$ cat config.mk
export PLATFORM = sky130hd
export DESIGN_NAME = note_sequencer
export DESIGN_NICKNAME = d
export VERILOG_FILES = /design/src/rtl/sound_pkg.sv /design/src/rtl/note_mem.sv /design/src/rtl/note_sequencer.sv
export SDC_FILE = /design/constraint.sdc
export NUM_CORES = 1
export LEC_CHECK = 0
export ABC_CLOCK_PERIOD_IN_PS = 8200
export CORE_ASPECT_RATIO = 0.8
export CORE_MARGIN = 5
export CORE_UTILIZATION = 33
export CTS_BUF_LIST = sky130_fd_sc_hd__clkbuf_4 sky130_fd_sc_hd__clkbuf_8 sky130_fd_sc_hd__clkbuf_16
export DETAILED_ROUTE_END_ITERATION = 10
export GPL_ROUTABILITY_DRIVEN = 0
export GPL_TIMING_DRIVEN = 0
export PLACE_DENSITY = 0.54
export SETUP_SLACK_MARGIN = 0.2
export SYNTH_ARGS = -nofsm -noshare
export SYNTH_HDL_FRONTEND = slang
export SYNTH_SLANG_ARGS = --single-unit
$ cat constraint.sdc
create_clock -name clk -period 8.2 [get_ports clk]
set_input_delay 1.23 -clock clk [delete_from_list [all_inputs] [get_ports clk]]
set_output_delay 1.23 -clock clk [all_outputs]
set_load 0.02 [all_outputs]
$ cat src/rtl/sound_pkg.sv
// Shared definitions for the tone voice: sequencer states and the stock note
// pitch dividers used by melodies (values are sine clkgen maxvals).
package sound_pkg;

    typedef enum logic [1:0] {
        IDLE  = 2'd0,
        FETCH = 2'd1,
        PLAY  = 2'd2
    } seq_state_t;

    localparam logic [8:0] PITCH_A     = 9'd177;
    localparam logic [8:0] PITCH_DHIGH = 9'd133;
    localparam logic [8:0] PITCH_C     = 9'd149;
    localparam logic [8:0] PITCH_B     = 9'd158;
    localparam logic [8:0] PITCH_G     = 9'd199;
    localparam logic [8:0] PITCH_FIS   = 9'd211;
    localparam logic [8:0] PITCH_E     = 9'd237;
    localparam logic [8:0] PITCH_D     = 9'd266;

    localparam logic [8:0] PITCH_REST  = 9'd0;
    localparam logic [8:0] PITCH_IDLE  = 9'd511;

endpackage

$ cat src/rtl/note_mem.sv
// Note table storage: one {pitch, duration} word per entry, synchronous write
// and registered read so it maps onto block RAM. Contents survive reset.
module note_mem #(
    parameter int ADDR_BITWIDTH = 5,
    parameter int DATA_BITWIDTH = 22
) (
    input  logic                     clk,
    input  logic                     wr_en,
    input  logic [ADDR_BITWIDTH-1:0] wr_addr,
    input  logic [DATA_BITWIDTH-1:0] wr_data,
    input  logic                     rd_en,
    input  logic [ADDR_BITWIDTH-1:0] rd_addr,
    output logic [DATA_BITWIDTH-1:0] rd_data
);

    localparam int DEPTH = 1 << ADDR_BITWIDTH;

    logic [DATA_BITWIDTH-1:0] mem_reg [DEPTH];
    logic [DATA_BITWIDTH-1:0] rd_data_reg;

    // Read-before-write on a same-address collision.
    always_ff @(posedge clk) begin
        if (wr_en) begin
            mem_reg[wr_addr] <= wr_data;
        end
        if (rd_en) begin
            rd_data_reg <= mem_reg[rd_addr];
        end
    end

    assign rd_data = rd_data_reg;

endmodule

$ cat src/rtl/note_sequencer.sv
// Melody controller: steps through the note table at a fixed tick rate and
// drives the shared voice's pitch divider, restart pulse and mute.
module note_sequencer #(
    parameter int PITCH_BITWIDTH = 9,
    parameter int DUR_BITWIDTH   = 13,
    parameter int ADDR_BITWIDTH  = 5,
    parameter int TICK_MAXVAL    = 1250
) (
    input  logic                      clk,
    input  logic                      reset,
    input  logic                      wr_en,
    input  logic [ADDR_BITWIDTH-1:0]  wr_addr,
    input  logic [PITCH_BITWIDTH-1:0] wr_pitch,
    input  logic [DUR_BITWIDTH-1:0]   wr_dur,
    input  logic                      start,
    input  logic                      stop,
    input  logic                      loop_en,
    input  logic [ADDR_BITWIDTH-1:0]  last_addr,
    output logic [PITCH_BITWIDTH-1:0] pitch_o,
    output logic                      voice_reset_o,
    output logic                      mute_o,
    output logic                      busy_o,
    output logic                      done_o,
    output logic [ADDR_BITWIDTH-1:0]  cur_addr_o
);

    import sound_pkg::*;

    localparam int TICK_BITWIDTH  = (TICK_MAXVAL > 1) ? $clog2(TICK_MAXVAL) : 1;
    localparam int ENTRY_BITWIDTH = PITCH_BITWIDTH + DUR_BITWIDTH;
    localparam logic [TICK_BITWIDTH-1:0] TICK_LAST = TICK_BITWIDTH'(TICK_MAXVAL - 1);
    localparam logic [DUR_BITWIDTH-1:0]  DUR_ONE   = DUR_BITWIDTH'(1);

    seq_state_t                state_reg, state_next;
    logic [ADDR_BITWIDTH-1:0]  addr_reg, addr_next;
    logic [PITCH_BITWIDTH-1:0] pitch_reg, pitch_next;
    logic                      mute_reg, mute_next;
    logic [DUR_BITWIDTH-1:0]   dur_reg, dur_next;
    logic [DUR_BITWIDTH-1:0]   dur_cnt_reg, dur_cnt_next;
    logic [TICK_BITWIDTH-1:0]  tick_cnt_reg, tick_cnt_next;
    logic                      voice_reset_reg, voice_reset_next;
    logic                      done_reg, done_next;

    logic                      rd_en;
    logic [ENTRY_BITWIDTH-1:0] rd_data;
    logic [PITCH_BITWIDTH-1:0] rd_pitch;
    logic [DUR_BITWIDTH-1:0]   rd_dur;
    logic                      tick;
    logic                      note_end;

    // The read is launched on the edge that enters FETCH, so the entry is
    // already on rd_data during FETCH and can be latched as PLAY begins.
    assign rd_en = (state_next == FETCH);

    note_mem #(
        .ADDR_BITWIDTH (ADDR_BITWIDTH),
        .DATA_BITWIDTH (ENTRY_BITWIDTH)
    ) u_note_mem (
        .clk     (clk),
        .wr_en   (wr_en),
        .wr_addr (wr_addr),
        .wr_data ({wr_pitch, wr_dur}),
        .rd_en   (rd_en),
        .rd_addr (addr_next),
        .rd_data (rd_data)
    );

    assign rd_pitch = rd_data[ENTRY_BITWIDTH-1 -: PITCH_BITWIDTH];
    assign rd_dur   = rd_data[DUR_BITWIDTH-1:0];
    assign tick     = (tick_cnt_reg == TICK_LAST);
    assign note_end = tick && (dur_cnt_reg == dur_reg - DUR_ONE);

    always_ff @(posedge clk) begin
        if (reset) begin
            state_reg       <= IDLE;
            addr_reg        <= '0;
            pitch_reg       <= '1;
            mute_reg        <= 1'b1;
            dur_reg         <= DUR_ONE;
            dur_cnt_reg     <= '0;
            tick_cnt_reg    <= '0;
            voice_reset_reg <= 1'b0;
            done_reg        <= 1'b0;
        end else begin
            state_reg       <= state_next;
            addr_reg        <= addr_next;
            pitch_reg       <= pitch_next;
            mute_reg        <= mute_next;
            dur_reg         <= dur_next;
            dur_cnt_reg     <= dur_cnt_next;
            tick_cnt_reg    <= tick_cnt_next;
            voice_reset_reg <= voice_reset_next;
            done_reg        <= done_next;
        end
    end

    always_comb begin
        state_next       = state_reg;
        addr_next        = addr_reg;
        pitch_next       = pitch_reg;
        mute_next        = mute_reg;
        dur_next         = dur_reg;
        dur_cnt_next     = dur_cnt_reg;
        tick_cnt_next    = tick_cnt_reg;
        voice_reset_next = 1'b0;
        done_next        = 1'b0;

        unique case (state_reg)
            IDLE: begin
                if (start && !stop) begin
                    state_next = FETCH;
                    addr_next  = '0;
                end
            end
            FETCH: begin
                state_next       = PLAY;
                pitch_next       = rd_pitch;
                mute_next        = (rd_pitch == PITCH_BITWIDTH'(PITCH_REST));
                dur_next         = (rd_dur == '0) ? DUR_ONE : rd_dur;
                tick_cnt_next    = '0;
                dur_cnt_next     = '0;
                voice_reset_next = 1'b1;
            end
            PLAY: begin
                tick_cnt_next = tick ? '0 : tick_cnt_reg + TICK_BITWIDTH'(1);
                if (tick) begin
                    dur_cnt_next = dur_cnt_reg + DUR_ONE;
                end
                if (note_end) begin
                    if (addr_reg != last_addr) begin
                        addr_next  = addr_reg + ADDR_BITWIDTH'(1);
                        state_next = FETCH;
                    end else if (loop_en) begin
                        addr_next  = '0;
                        state_next = FETCH;
                    end else begin
                        state_next = IDLE;
                        done_next  = 1'b1;
                        mute_next  = 1'b1;
                        pitch_next = '1;
                    end
                end
            end
            default: begin
                state_next = IDLE;
            end
        endcase

        // An abort overrides whatever the note logic decided this cycle.
        if (stop && (state_reg != IDLE)) begin
            state_next       = IDLE;
            addr_next        = addr_reg;
            mute_next        = 1'b1;
            pitch_next       = '1;
            voice_reset_next = 1'b1;
            done_next        = 1'b0;
        end
    end

    assign pitch_o       = pitch_reg;
    assign mute_o        = mute_reg;
    assign busy_o        = (state_reg != IDLE);
    assign voice_reset_o = voice_reset_reg;
    assign done_o        = done_reg;
    assign cur_addr_o    = addr_reg;

endmodule

==> reports/results.txt <==
status -> complete, but fails checks
failing checks -> max-capacitance violations
Syn Area/Cell -> 15.2 µm²
htree depth -> 3
Clock Sinks -> 782
R2R cell count -> 14
Pre-antenna DRT Iters -> 5
chip height -> 286 µm
most common cell after layout, fill and taps aside -> edfxtp_1
total power -> 8.39 mW
Setup WS post-layout -> 2.38 ns
LEAKAGE -> 12.7 nW
post-CTS setup buffer count -> 0
Placement Setup Slack -> 1.88 ns
Crit Reg-Reg Endpoint -> u_note_mem.rd_data[5]
post-synthesis cell type count -> 64
fin cells -> 3532
Worst Hold Depth -> 2
period utilisation layout -> 70.9%
via count -> 18602
vias in the first global route -> 17994
area growth from synthesis to layout -> 16.7%
number of synthesis warnings -> 0
Hold Vio Cnt, Final -> 0
commonest cells after routing, fill and taps aside -> edfxtp_1 (726), mux2i_1 (299), nand2_1 (220)
Detail Route Antenna Nets -> 0
Detailed Route WL -> 87500 µm
TNS Setup -> 0 ns
skew final -> 0.0236 ns
drt first-iter violations -> 2465
total area of sequential cells -> 0.0229 mm²
core region area -> 0.0948 mm²
Tot GR Track Use -> 16.9%
Row Count -> 101
Cell Area, Placed -> 0.0341 mm²
vias per inst -> 5.27
clock root buffer -> clkbuf_16
Mapped Area -> 0.0315 mm²
top-level I/O count -> 56
Worst path slowest cell -> clkbuf_1
ant diodes -> 0
grt ovf -> 0
worst-margin pin slew -> 1.46 ns
port buffer count -> 54
fillers -> 8690
Largest register FFs -> 704
flops & latches, synth -> 782
latest clock arrival within the worst-skew pair -> 0.64 ns
Max Slew Vio Count -> 0
WHS Endpoint -> dur_reg[2]
fmax -> 172 MHz
Slew headroom -> 1.57%
first-pass GRT wire length -> 126000 µm
area of the multi-input gates -> 0.00797 mm²
RSZ-0062 raised after global routing -> false
Synth Net Count -> 2121
clk slew on worst S/H paths -> 0.06 ns
PostCTS Resize Cnt -> 0
detailed placement HPWL -> 59300 µm
CTS tree -> built
CTS max path bufs -> 3
DR WL/cell -> 24.8 µm
biggest cell delay along the critical path -> 0.85 ns
cell area after layout -> 0.0367 mm²
TritonCTS Buffers -> 78
CP top delay family -> buffers and inverters
fin crit period -> 5.82 ns
Hold Buf Count CTS -> 0
worst path cell trace -> clkdlybuf4s50_1 -> xnor2_1 -> nand3_1 -> nor3_1 -> nor2b_1 -> a32oi_1 -> a21boi_0 -> buf_2 -> buf_2 -> clkbuf_1 -> nand3_1 -> a32oi_1 -> a211oi_1
layout cells sized above 1 -> 12.5%
Critical path buffers and inverters -> 4
full die area -> 0.102 mm²
Critical Path End Type -> flip-flop
Post-Syn Instances -> 2074
final setup violation count -> 0
PwrDens -> 228 mW/mm²
Fin Hold WS -> 0.524 ns
DRC Markers -> 0
critical path required time -> 8.47 ns
initial core utilization -> 33.2%
fin util -> 38.7%
sequential element share of the synthesized area -> 72.9%
Synth async-reset ratio -> 0%
worst hold start -> u_note_mem.rd_data[2]
largest net degree at the start of global routing -> 33
antenna violations before repair -> 2
Worst setup SP type -> primary input
Die X -> 355 µm
Reg2Reg Setup Slack -> 2.41 ns
final net count -> 2285
Post-synth EDFFs -> 726
dpl cells -> 3394
critical path class -> primary input to flip-flop
worst-path maximum fanout -> 10
Primary FF master, synth -> edfxtp_1
Max VDD drop -> 166 µV
FF-to-FF Start -> dur_reg[0]
CP Data Arrival Time -> 6.09 ns
Max-cap violations -> 1
Worst Hold Class -> flip-flop to flip-flop
==> how the worst max path moves through the flow <==
| stage | startpoint | to | cells after the start |
|---|---|---|---|
| floorplan | dur_reg[0] | u_note_mem.rd_data[0] | 12 |
| global placement | last_addr[4] | u_note_mem.rd_data[14] | 12 |
| detailed placement | last_addr[4] | u_note_mem.rd_data[12] | 12 |
| CTS | last_addr[0] | u_note_mem.rd_data[12] | 12 |
| global route | last_addr[0] | u_note_mem.rd_data[15] | 13 |
| finish | last_addr[0] | u_note_mem.rd_data[13] | 13 |
==> metal layers <==
metal / routed length [µm] / track usage (%) / vias up
met4: 1680 / 3.63 / 0
met5: 0 / 0 / -
met1: 40200 / 25.2 / 9373
met3: 7420 / 3.76 / 114
met2: 38200 / 25.3 / 757
li1: - / - / 8358
==> kinds of logic after synthesis <==
group	count (synthesis)	share of synthesized area, %
compound gates	312	6.78
xor+xnor	35	0.975
flops	782	72.9
simple gates	505	7.33
mux	300	9.55
fa+ha+maj	9	0.358
buf+inv	131	2.14
==> worst reg2reg max path, cell delays in order (launching register included) <==
cell and delay (ns):
dfxtp_1 0.36, inv_1 0.07, ha_1 0.21, or4b_1 0.56, or4_1 0.55, nand3_1 0.08
a31o_2 0.13, and3_1 0.16, buf_4 0.16, nand2_1 0.06, o2bb2ai_1 0.98, nand2_1 0.32
clkbuf_1 0.33, nor4_1 1.26, a211oi_1 0.24
==> cells in the mapped netlist, drive strengths merged (5+ instances only) <==
| cell | count | area share [%] |
|---|---|---|
| nor2b | 8 | 0.16 |
| buf | 69 | 1.4 |
| nand3 | 66 | 1.1 |
| dfxtp | 56 | 3.6 |
| nand4 | 8 | 0.16 |
| and2 | 6 | 0.12 |
| nor4 | 31 | 0.64 |
| o2bb2ai | 23 | 0.64 |
| a211oi | 66 | 1.6 |
| nor3 | 22 | 0.35 |
| nor2 | 103 | 1.2 |
| inv | 9 | 0.11 |
| o21ai | 47 | 0.75 |
| ha | 9 | 0.36 |
| xor2 | 16 | 0.45 |
| nand3b | 5 | 0.12 |
| nand2b | 5 | 0.099 |
| xnor2 | 19 | 0.53 |
| nand2 | 222 | 2.7 |
| or3 | 5 | 0.099 |
| edfxtp | 726 | 69 |
| a32oi | 24 | 0.67 |
| a21oi | 61 | 0.97 |
| o22ai | 44 | 0.88 |
| clkbuf | 53 | 0.63 |
| o32ai | 21 | 0.58 |
| mux2i | 299 | 9.5 |
==> power breakdown <==
| part | leakage (nW) | total [mW] | switching, mW | internal, mW |
|---|---|---|---|---|
| Clock | 1.28 | 3.66 | 1.53 | 2.14 |
| Combinational | 4.38 | 0.269 | 0.193 | 0.0762 |
| Sequential | 7.00 | 4.45 | 0.0272 | 4.43 |
==> area by class of cell <==
class	count	share of cell area (%)
clock buffer	93	5.67
buffer	122	1.74
tap	1236	4.21
clock inverter	45	1.44
multi-input combinational	1161	21.7
timing repair buffer	84	2.69
inverter	9	0.0920
sequential	782	62.5
Note: power is estimated with default switching activity, not from simulation.
